<file path="src/rtl/src_dp_pkg.sv">
// Shared constants and enums for the Mini-SRC single-bus datapath.
package src_dp_pkg;
  localparam int DATA_W = 32;

  typedef enum logic [2:0] {
    SRC_PC  = 3'd0,
    SRC_ZLO = 3'd1,
    SRC_ZHI = 3'd2,
    SRC_MDR = 3'd3,
    SRC_R2  = 3'd4,
    SRC_R3  = 3'd5
  } bus_src_e;

  typedef enum logic [1:0] {
    OP_PASS = 2'd0,
    OP_ADD  = 2'd1,
    OP_MUL  = 2'd2
  } alu_op_e;

  // Slot numbers in the datapath register bank
  localparam int RG_PC  = 0;
  localparam int RG_IR  = 1;
  localparam int RG_MAR = 2;
  localparam int RG_MDR = 3;
  localparam int RG_R1  = 4;
  localparam int RG_R2  = 5;
  localparam int RG_R3  = 6;
  localparam int RG_Y   = 7;
  localparam int RG_HI  = 8;
  localparam int RG_LO  = 9;
  localparam int RG_ZHI = 10;
  localparam int RG_ZLO = 11;
  localparam int NREG   = 12;
endpackage

</file>
<file path="src/rtl/dp_reg32.sv">
// Datapath register: load enable, synchronous clear that beats the load.
import src_dp_pkg::*;

module dp_reg32 #(
  parameter int W = DATA_W
) (
  input  logic         Clock,
  input  logic         clear,
  input  logic         ld,
  input  logic [W-1:0] d,
  output logic [W-1:0] q
);
  always_ff @(posedge Clock) begin
    if (clear)   q <= '0;
    else if (ld) q <= d;
  end
endmodule

</file>
<file path="src/rtl/src_datapath.sv">
// Mini-SRC 32-bit single-bus datapath: register bank, priority bus mux, ADD/MUL ALU.
import src_dp_pkg::*;

module src_datapath (
  input  logic              Clock,
  input  logic              clear,
  input  logic              PCout,
  input  logic              Zlowout,
  input  logic              Zhighout,
  input  logic              MDRout,
  input  logic              R2out,
  input  logic              R3out,
  input  logic              MARin,
  input  logic              Zin,
  input  logic              PCin,
  input  logic              MDRin,
  input  logic              IRin,
  input  logic              Yin,
  input  logic              LOin,
  input  logic              HIin,
  input  logic              R1in,
  input  logic              R2in,
  input  logic              R3in,
  input  logic              IncPC,
  input  logic              Read,
  input  logic              ADD,
  input  logic              MUL,
  input  logic [DATA_W-1:0] Mdatain,
  output logic [DATA_W-1:0] BusMuxOut,
  output logic [DATA_W-1:0] PC_q,
  output logic [DATA_W-1:0] IR_q,
  output logic [DATA_W-1:0] MAR_q,
  output logic [DATA_W-1:0] R1_q,
  output logic [DATA_W-1:0] R2_q,
  output logic [DATA_W-1:0] R3_q,
  output logic [DATA_W-1:0] HI_q,
  output logic [DATA_W-1:0] LO_q,
  output logic [DATA_W-1:0] Zhigh_q,
  output logic [DATA_W-1:0] Zlow_q
);
  logic [NREG-1:0]             reg_ld;
  logic [NREG-1:0][DATA_W-1:0] reg_d;
  logic [NREG-1:0][DATA_W-1:0] reg_q;

  bus_src_e              bus_sel;
  logic                  bus_vld;
  alu_op_e               alu_op;
  logic [2*DATA_W-1:0]   alu_res;
  logic [2*DATA_W-1:0]   a_sx, b_sx;

  // Fixed-priority source select; no strobe leaves the bus at zero
  always_comb begin
    bus_vld = 1'b1;
    bus_sel = SRC_PC;
    if      (PCout)    bus_sel = SRC_PC;
    else if (Zlowout)  bus_sel = SRC_ZLO;
    else if (Zhighout) bus_sel = SRC_ZHI;
    else if (MDRout)   bus_sel = SRC_MDR;
    else if (R2out)    bus_sel = SRC_R2;
    else if (R3out)    bus_sel = SRC_R3;
    else               bus_vld = 1'b0;

    BusMuxOut = '0;
    if (bus_vld) begin
      case (bus_sel)
        SRC_PC:  BusMuxOut = reg_q[RG_PC];
        SRC_ZLO: BusMuxOut = reg_q[RG_ZLO];
        SRC_ZHI: BusMuxOut = reg_q[RG_ZHI];
        SRC_MDR: BusMuxOut = reg_q[RG_MDR];
        SRC_R2:  BusMuxOut = reg_q[RG_R2];
        SRC_R3:  BusMuxOut = reg_q[RG_R3];
        default: BusMuxOut = '0;
      endcase
    end
  end

  // Signed product via explicit sign extension; low 2*DATA_W bits are exact
  assign a_sx = {{DATA_W{reg_q[RG_Y][DATA_W-1]}}, reg_q[RG_Y]};
  assign b_sx = {{DATA_W{BusMuxOut[DATA_W-1]}}, BusMuxOut};

  always_comb begin
    alu_op = MUL ? OP_MUL : (ADD ? OP_ADD : OP_PASS);
    case (alu_op)
      OP_MUL:  alu_res = a_sx * b_sx;
      OP_ADD:  alu_res = {{DATA_W{1'b0}}, reg_q[RG_Y] + BusMuxOut};
      default: alu_res = {{DATA_W{1'b0}}, BusMuxOut};
    endcase
  end

  always_comb begin
    reg_ld = '0;
    reg_d  = '0;
    for (int i = 0; i < NREG; i++) reg_d[i] = BusMuxOut;
    reg_ld[RG_PC]  = IncPC | PCin;
    reg_d[RG_PC]   = IncPC ? reg_q[RG_PC] + 1'b1 : BusMuxOut;
    reg_ld[RG_IR]  = IRin;
    reg_ld[RG_MAR] = MARin;
    reg_ld[RG_MDR] = MDRin;
    reg_d[RG_MDR]  = Read ? Mdatain : BusMuxOut;
    reg_ld[RG_R1]  = R1in;
    reg_ld[RG_R2]  = R2in;
    reg_ld[RG_R3]  = R3in;
    reg_ld[RG_Y]   = Yin;
    reg_ld[RG_HI]  = HIin;
    reg_ld[RG_LO]  = LOin;
    reg_ld[RG_ZHI] = Zin;
    reg_d[RG_ZHI]  = alu_res[2*DATA_W-1:DATA_W];
    reg_ld[RG_ZLO] = Zin;
    reg_d[RG_ZLO]  = alu_res[DATA_W-1:0];
  end

  for (genvar g = 0; g < NREG; g++) begin : g_reg
    dp_reg32 #(.W(DATA_W)) u_reg (
      .Clock (Clock),
      .clear (clear),
      .ld    (reg_ld[g]),
      .d     (reg_d[g]),
      .q     (reg_q[g])
    );
  end

  assign PC_q    = reg_q[RG_PC];
  assign IR_q    = reg_q[RG_IR];
  assign MAR_q   = reg_q[RG_MAR];
  assign R1_q    = reg_q[RG_R1];
  assign R2_q    = reg_q[RG_R2];
  assign R3_q    = reg_q[RG_R3];
  assign HI_q    = reg_q[RG_HI];
  assign LO_q    = reg_q[RG_LO];
  assign Zhigh_q = reg_q[RG_ZHI];
  assign Zlow_q  = reg_q[RG_ZLO];
endmodule

</file>
<file path="config.mk">
export PLATFORM = sky130hd
export DESIGN_NAME = src_datapath
export DESIGN_NICKNAME = d
export VERILOG_FILES = /design/src/rtl/src_dp_pkg.sv /design/src/rtl/dp_reg32.sv /design/src/rtl/src_datapath.sv
export SDC_FILE = /design/constraint.sdc
export NUM_CORES = 2
export LEC_CHECK = 0
export BUFFER_PORTS_ARGS = -buffer_cell sky130_fd_sc_hd__buf_4
export CORE_ASPECT_RATIO = 0.6
export CORE_MARGIN = 4
export CORE_UTILIZATION = 55
export CTS_BUF_LIST = sky130_fd_sc_hd__clkbuf_8
export DETAILED_ROUTE_END_ITERATION = 8
export PLACE_DENSITY = 0.74
export SYNTH_ARGS = -nofsm -noshare
export SYNTH_HDL_FRONTEND = slang
export SYNTH_SLANG_ARGS = --single-unit
</file>
<file path="constraint.sdc">
create_clock -name Clock -period 27.7 [get_ports Clock]
set_input_delay 5.54 -clock Clock [delete_from_list [all_inputs] [get_ports Clock]]
set_output_delay 5.54 -clock Clock [all_outputs]
set_load 0.02 [all_outputs]
</file>
==> After elaboration in Yosys (flattened, before gate mapping) <==
Index checks and enable logic that the tools add are counted.
{ "word_totals": {"reg_bits": 384, "out_inout_bits": 352, "wordCells": 43} }
{ "classes": {"addsub": 2, "multipliers": 1, "eq_ne": 7, "mux": 19, "bitwise_logic": 1, "n_reduce_logical": 1} }
{ "ops": {"columns": ["operator", "n"], "rows": [
  ["case mux 32 bit (6 select lines)", 1],
  ["case mux 64 bit (2 select lines)", 1],
  ["2-to-1 mux 32 bit", 3],
  ["multiplier 32 x 32 -> 64 bit", 1],
  ["adder 32 x 1 -> 32 bit (second input constant)", 1],
  ["adder 32 bit", 1],
  ["2-to-1 mux 3 bit", 6],
  ["2-to-1 mux 1 bit", 7],
  ["equality test 3 x 2 -> 1 bit (second input constant)", 2],
  ["equality test 3 bit (second input constant)", 2],
  ["equality test 3 x 1 -> 1 bit (second input constant)", 1],
  ["zero test 3 bit", 1],
  ["equality test 2 x 1 -> 1 bit (second input constant)", 1],
  ["equality test 2 bit (second input constant)", 1],
  ["2-to-1 mux 2 bit", 1],
  ["OR 1 bit", 1]
]} }

==> Depth between registers and ports, before layout <==
{ "logic_depth": {"ltp_word": 11, "ltp_mapped": 34, "depth_no_buf": 31} }

==> By module <==
From an unflattened synthesis, not the netlist that was laid out.
{ "unflattened": {"cells_unflattened": 5862, "hier_area_um2": 54880.1} }
{ "modules_own_cells": {"columns": ["module", "instances", "cells_per_inst", "area_per_inst_um2"], "rows": [
  ["src_datapath", 1, 4626, 40916.7],
  ["dp_reg32", 12, 103, 1163.6]
]} }

==> Worst setup path after synthesis <==
OpenSTA, ideal clock, no wires.
{ "synth_path": {"path_kind": "input to register", "start": "in Zhighout", "end": "reg g_reg[10].u_reg.q[29]", "setup_ns": 0.117, "t_arrival_ns": 14.409, "t_required_ns": 27.583, "setup_slack_ns": 13.174, "cell_stages": 28, "path_buffers": 4, "path_cell_list": "or4_4 nor3b_2 buf_2 buf_2 a22oi_1 a31oi_2 buf_2 and2_1 fa_1 fa_1 fa_1 fa_1 inv_1 fa_1 inv_1 fa_1 fa_1 fa_1 ha_1 buf_6 and4_1 a221o_1 a2111oi_0 a21oi_1 a32oi_1 o311a_1 mux2i_1 nand2_1"} }
{ "synth_via": {"elab_chain_cells": 8} }
{ "synth_lines": {"columns": ["element", "line", "source"], "rows": [
  ["start, declared", "src_datapath.sv:9", "input logic Zhighout,"],
  ["2-to-1 mux 3 bit", "src_datapath.sv:57", "else if (Zhighout) bus_sel = SRC_ZHI;"],
  ["2-to-1 mux 3 bit", "src_datapath.sv:56", "else if (Zlowout) bus_sel = SRC_ZLO;"],
  ["2-to-1 mux 3 bit", "src_datapath.sv:55", "if (PCout) bus_sel = SRC_PC;"],
  ["equality test 3 bit, or another cell as far along", "src_datapath.sv:65", "case (bus_sel)"],
  ["case mux 32 bit (6 select lines)", "src_datapath.sv:65", null],
  ["2-to-1 mux 32 bit (*)", "src_datapath.sv:64", "if (bus_vld) begin"],
  ["multiplier 32 x 32 -> 64 bit (*)", "src_datapath.sv:84", "OP_MUL: alu_res = a_sx * b_sx;"],
  ["case mux 64 bit (2 select lines) (*)", "src_datapath.sv:83", "case (alu_op)"],
  ["end signal, assigned", "dp_reg32.sv:14", "if (clear) q <= '0;"],
  ["end signal, assigned", "dp_reg32.sv:15", "else if (ld) q <= d;"],
  ["end, declared", "dp_reg32.sv:11", "output logic [W-1:0] q"]
]} }
Mark *: on every way between the ends. The rest lies on a longest branch, timed or not.
A chain may end at the register's enable or synchronous reset.

==> Worst setup path after layout <==
{ "layout_path": {"start": "in Zhighout", "end": "reg g_reg[10].u_reg.q[28]"} }
The elaborated chain is that of the path after synthesis.

==> impl_metrics.csv <==
group,metric,value,unit
pwr,power_switching,0.000619,W
route,routedWlPerCell,25.0,um
placement,io_buffer_count,406,
die,start_util,55.6,%
logic_synthesis,ys_ff_latch,384,
die,die-area,103000,sq um
sta,fin_skew,66.4,ps
placement,routabilityCongestion,1.02,
layout,regMostFlops,"g.u_reg.q",
clock_network,cts_tree,"yes",
worst_setup_path,max_stage_delay,920,ps
route,drtIter0Drc,5047,
layout,reg_top3,"g.u_reg.q: 384 flops",
worst_setup_path,path_class,"in2reg",
clock_network,clock-root-buffer,"clkbuf_8",
hold_path,hp-class,"reg2reg",
worst_setup_path,path_max_fanout,32,
worst_setup_path,start_kind,"input pin",
clock_network,cts_resized,0,
route,wl,184,mm
layout,largest_reg_flops,384,
logic_synthesis,syn_area_per_cell,9.19,sq um
grt,grt_busiest_layer,"met1",
clock_network,cts_sinks,384,
sta,fmax,0.0649,GHz
layout,final_area,59100,sq um
clock_network,clock_latency,750,ps
run,cap_violations,0,
worst_setup_path,cpLargestDelayFamily,"adder cells",
status,outcome,"complete, but fails checks",
logic_synthesis,syn-num-nets,7183,
placement,placed_area,57700,sq um
sta,finalMaxSlewViolations,0,
logic_synthesis,synthCells,5828,
grt,antenna_found_initial,11,
clock_network,clkSlewWorstSetupHoldPaths,60,ps
sta,min_period,15400,ps
logic_synthesis,ys_types,88,
sta,fin_crit_sh,55.6,%
placement,placed_cells,7237,
layout,fillers,8187,
route,via_count,43400,
logic_synthesis,ys_async_sr_fraction,0,%
worst_setup_path,crit_top_cell,"fa_1",
pwr,p_seq_share,37.0,%
worst_setup_path,critPathBufInv,5,
layout,utilization,61.3,%
clock_network,postCtsHoldBufs,0,
logic_synthesis,yosysMostFrequentCell,"fa_1",
status,failed_checks,"DRC",
worst_setup_path,worstSetupEndpointType,"register",
grt,grt_pass1_wl,280,mm
die,std_cell_rows,88,
logic_synthesis,synth_top_cell_area_share,40.5,%
grt,grt_pass1_vias,44400,
layout,drive_gt1_share,10.9,%
logic_synthesis,dominantRegCellSynth,"dfxtp_1",
pwr,p_leak,29.5,nW
clock_network,cts_inserted_buffers,58,
sta,grt_setup_unrepaired,"no",
logic_synthesis,synth_area_leader_cell,"fa_1",
layout,nNetsFinal,7347,
die,ios,407,
layout,area_growth,10.2,%
sta,max_slew_margin,22.5,%
pwr,irDropWorstVdd,0.0499,mV
clock_network,htree_levels,2,
logic_synthesis,ys_seq_area_share,14.3,%
sta,finalSetupViolations,0,
pwr,p_int,0.00102,W
logic_synthesis,ys_warn_count,0,
logic_synthesis,synthTopCellsByArea,"fa_1 40%, dfxtp_1 14%, inv_1 7.2%",
layout,layout.cells.non_filler,7351,
pwr,p_clk_share,33.2,%
route,detail_route.first_pass.iterations,9,
sta,hold_ws,489,ps
grt,met1_usage,53.1,%
grt,gr-usage-met3,13.0,%
placement,hpwlAfterDp,139,mm
clock_network,cts_setup_buffers,0,
clock_network,cts_buffer_depth,3,
die,coreArea,96300,sq um
pwr,switching_share,37.7,%
grt,grt_remaining_overflow,0,
grt,grtUsageMet2,49.6,%
route,drtAntennaViolNets,0,
die,die_h,250,um
worst_setup_path,crit_slowest_cell,"a31oi_4",
pwr,power_frac_comb,29.7,%
sta,hold_viol,0,
logic_synthesis,synth_edf_count,0,
sta,tns,0,ps
sta,tightest_slew,1160,ps
logic_synthesis,netlist_area,53600,sq um
worst_setup_path,required,28250,ps
pwr,pwr_density_cell,27.8,nW/um^2
worst_setup_path,worstPathArrival,15950,ps
route,drc,5,
logic_synthesis,synthTopCellsByCount,"1083 x fa_1, 1034 x inv_1, 688 x nand2_1",
route,detail_route.vias_per_cell,5.91,
die,die_x,411,um
grt,grt_max_degree,117,
grt,grt_usage,36.2,%
[logic make-up (layout without fill, tap and decap cells)]
logic type,after synthesis,count (layout),share of synthesized area (%)
AND/OR/NAND/NOR,1746,1746,15.1
buffers and inverters,1412,1619,10.1
adder cells (fa/ha/maj),1300,1300,45.5
AO/OA/AOI/OAI,578,578,7.46
flip-flops,384,384,14.3
multiplexers,319,319,5.97
XOR/XNOR,89,89,1.45
other,0,11,0
[worst paths after layout]
| check | end | slack (ps) | cells past startpoint | from |
|---|---|---|---|---|
| hold / removal | g_reg[3].u_reg.q[7] | 490 | 2 | g_reg[3].u_reg.q[7] |
| setup reg to reg | g_reg[10].u_reg.q[19] | 17870 | 25 | g_reg[11].u_reg.q[13] |
| hold reg to reg | g_reg[3].u_reg.q[7] | 490 | 2 | g_reg[3].u_reg.q[7] |
| setup / recovery | g_reg[10].u_reg.q[28] | 12300 | 29 | Zhighout |
[cell type report]
cell class / count / area [sq um] / area share (%)
repair buffers: 481 / 3620 / 6.13
diodes: 11 / 27.5 / 0.0466
inverters: 1035 / 3880 / 6.58
clock buffers: 75 / 1030 / 1.75
multi-input cells: 4032 / 40900 / 69.2
clock inverters: 28 / 278 / 0.470
flip-flops and latches: 384 / 7710 / 13.1
well taps: 1305 / 1630 / 2.76
[stage by stage]
stage	worst slack, ps	power, W
global route	11890	0.00170
finish	12300	0.00164
CTS	12510	0.00162
floorplan	13170	0.000907
global placement	12030	0.00108
detailed placement	11770	0.00109
[per-layer routing]
metal / vias to the layer above / share of wire, %
met5: - / 0.078
met4: 8 / 3.8
met3: 413 / 15
met2: 2886 / 40
met1: 21900 / 41
li1: 18300 / -
[power groups by stage]
stage                     logic (W)  registers, W  clock network [W]
after detailed placement   0.000472      0.000617                  0
after global routing       0.000520      0.000608           0.000569
after global placement     0.000465      0.000616                  0
final                      0.000488      0.000608           0.000545
after CTS                  0.000474      0.000605           0.000544
after floorplan            0.000288      0.000619                  0
[tightest hold or removal path: stages (launching register included)]
cell,delay (ps)
dfxtp_1,310
nor2_1,80
a211oi_1,50
[cells in the final DEF, fill, tap and decap left out, types with 10 or more instances in the layout]
cell and n:
xnor2_1 55, a222oi_1 32, inv_1 1048, and2_1 428, dfxtp_2 18, nor4_1 11, nand3_1 40, a21oi_1 146
diode_2 11, clkbuf_8 75, nor3_1 31, o21ai_0 91, nand4_1 21, dfxtp_1 366, nand2_1 688, and3_1 16
buf_4 480, nor2b_1 20, mux2i_1 316, a31oi_1 15, o31ai_1 13, a22oi_1 37, nand2b_1 29, a21o_1 46
a211oi_1 62, ha_1 217, a31oi_4 31, o21bai_1 10, fa_1 1083, nor2_1 426, xor2_1 34
Note: power is estimated with default switching activity, not from simulation.
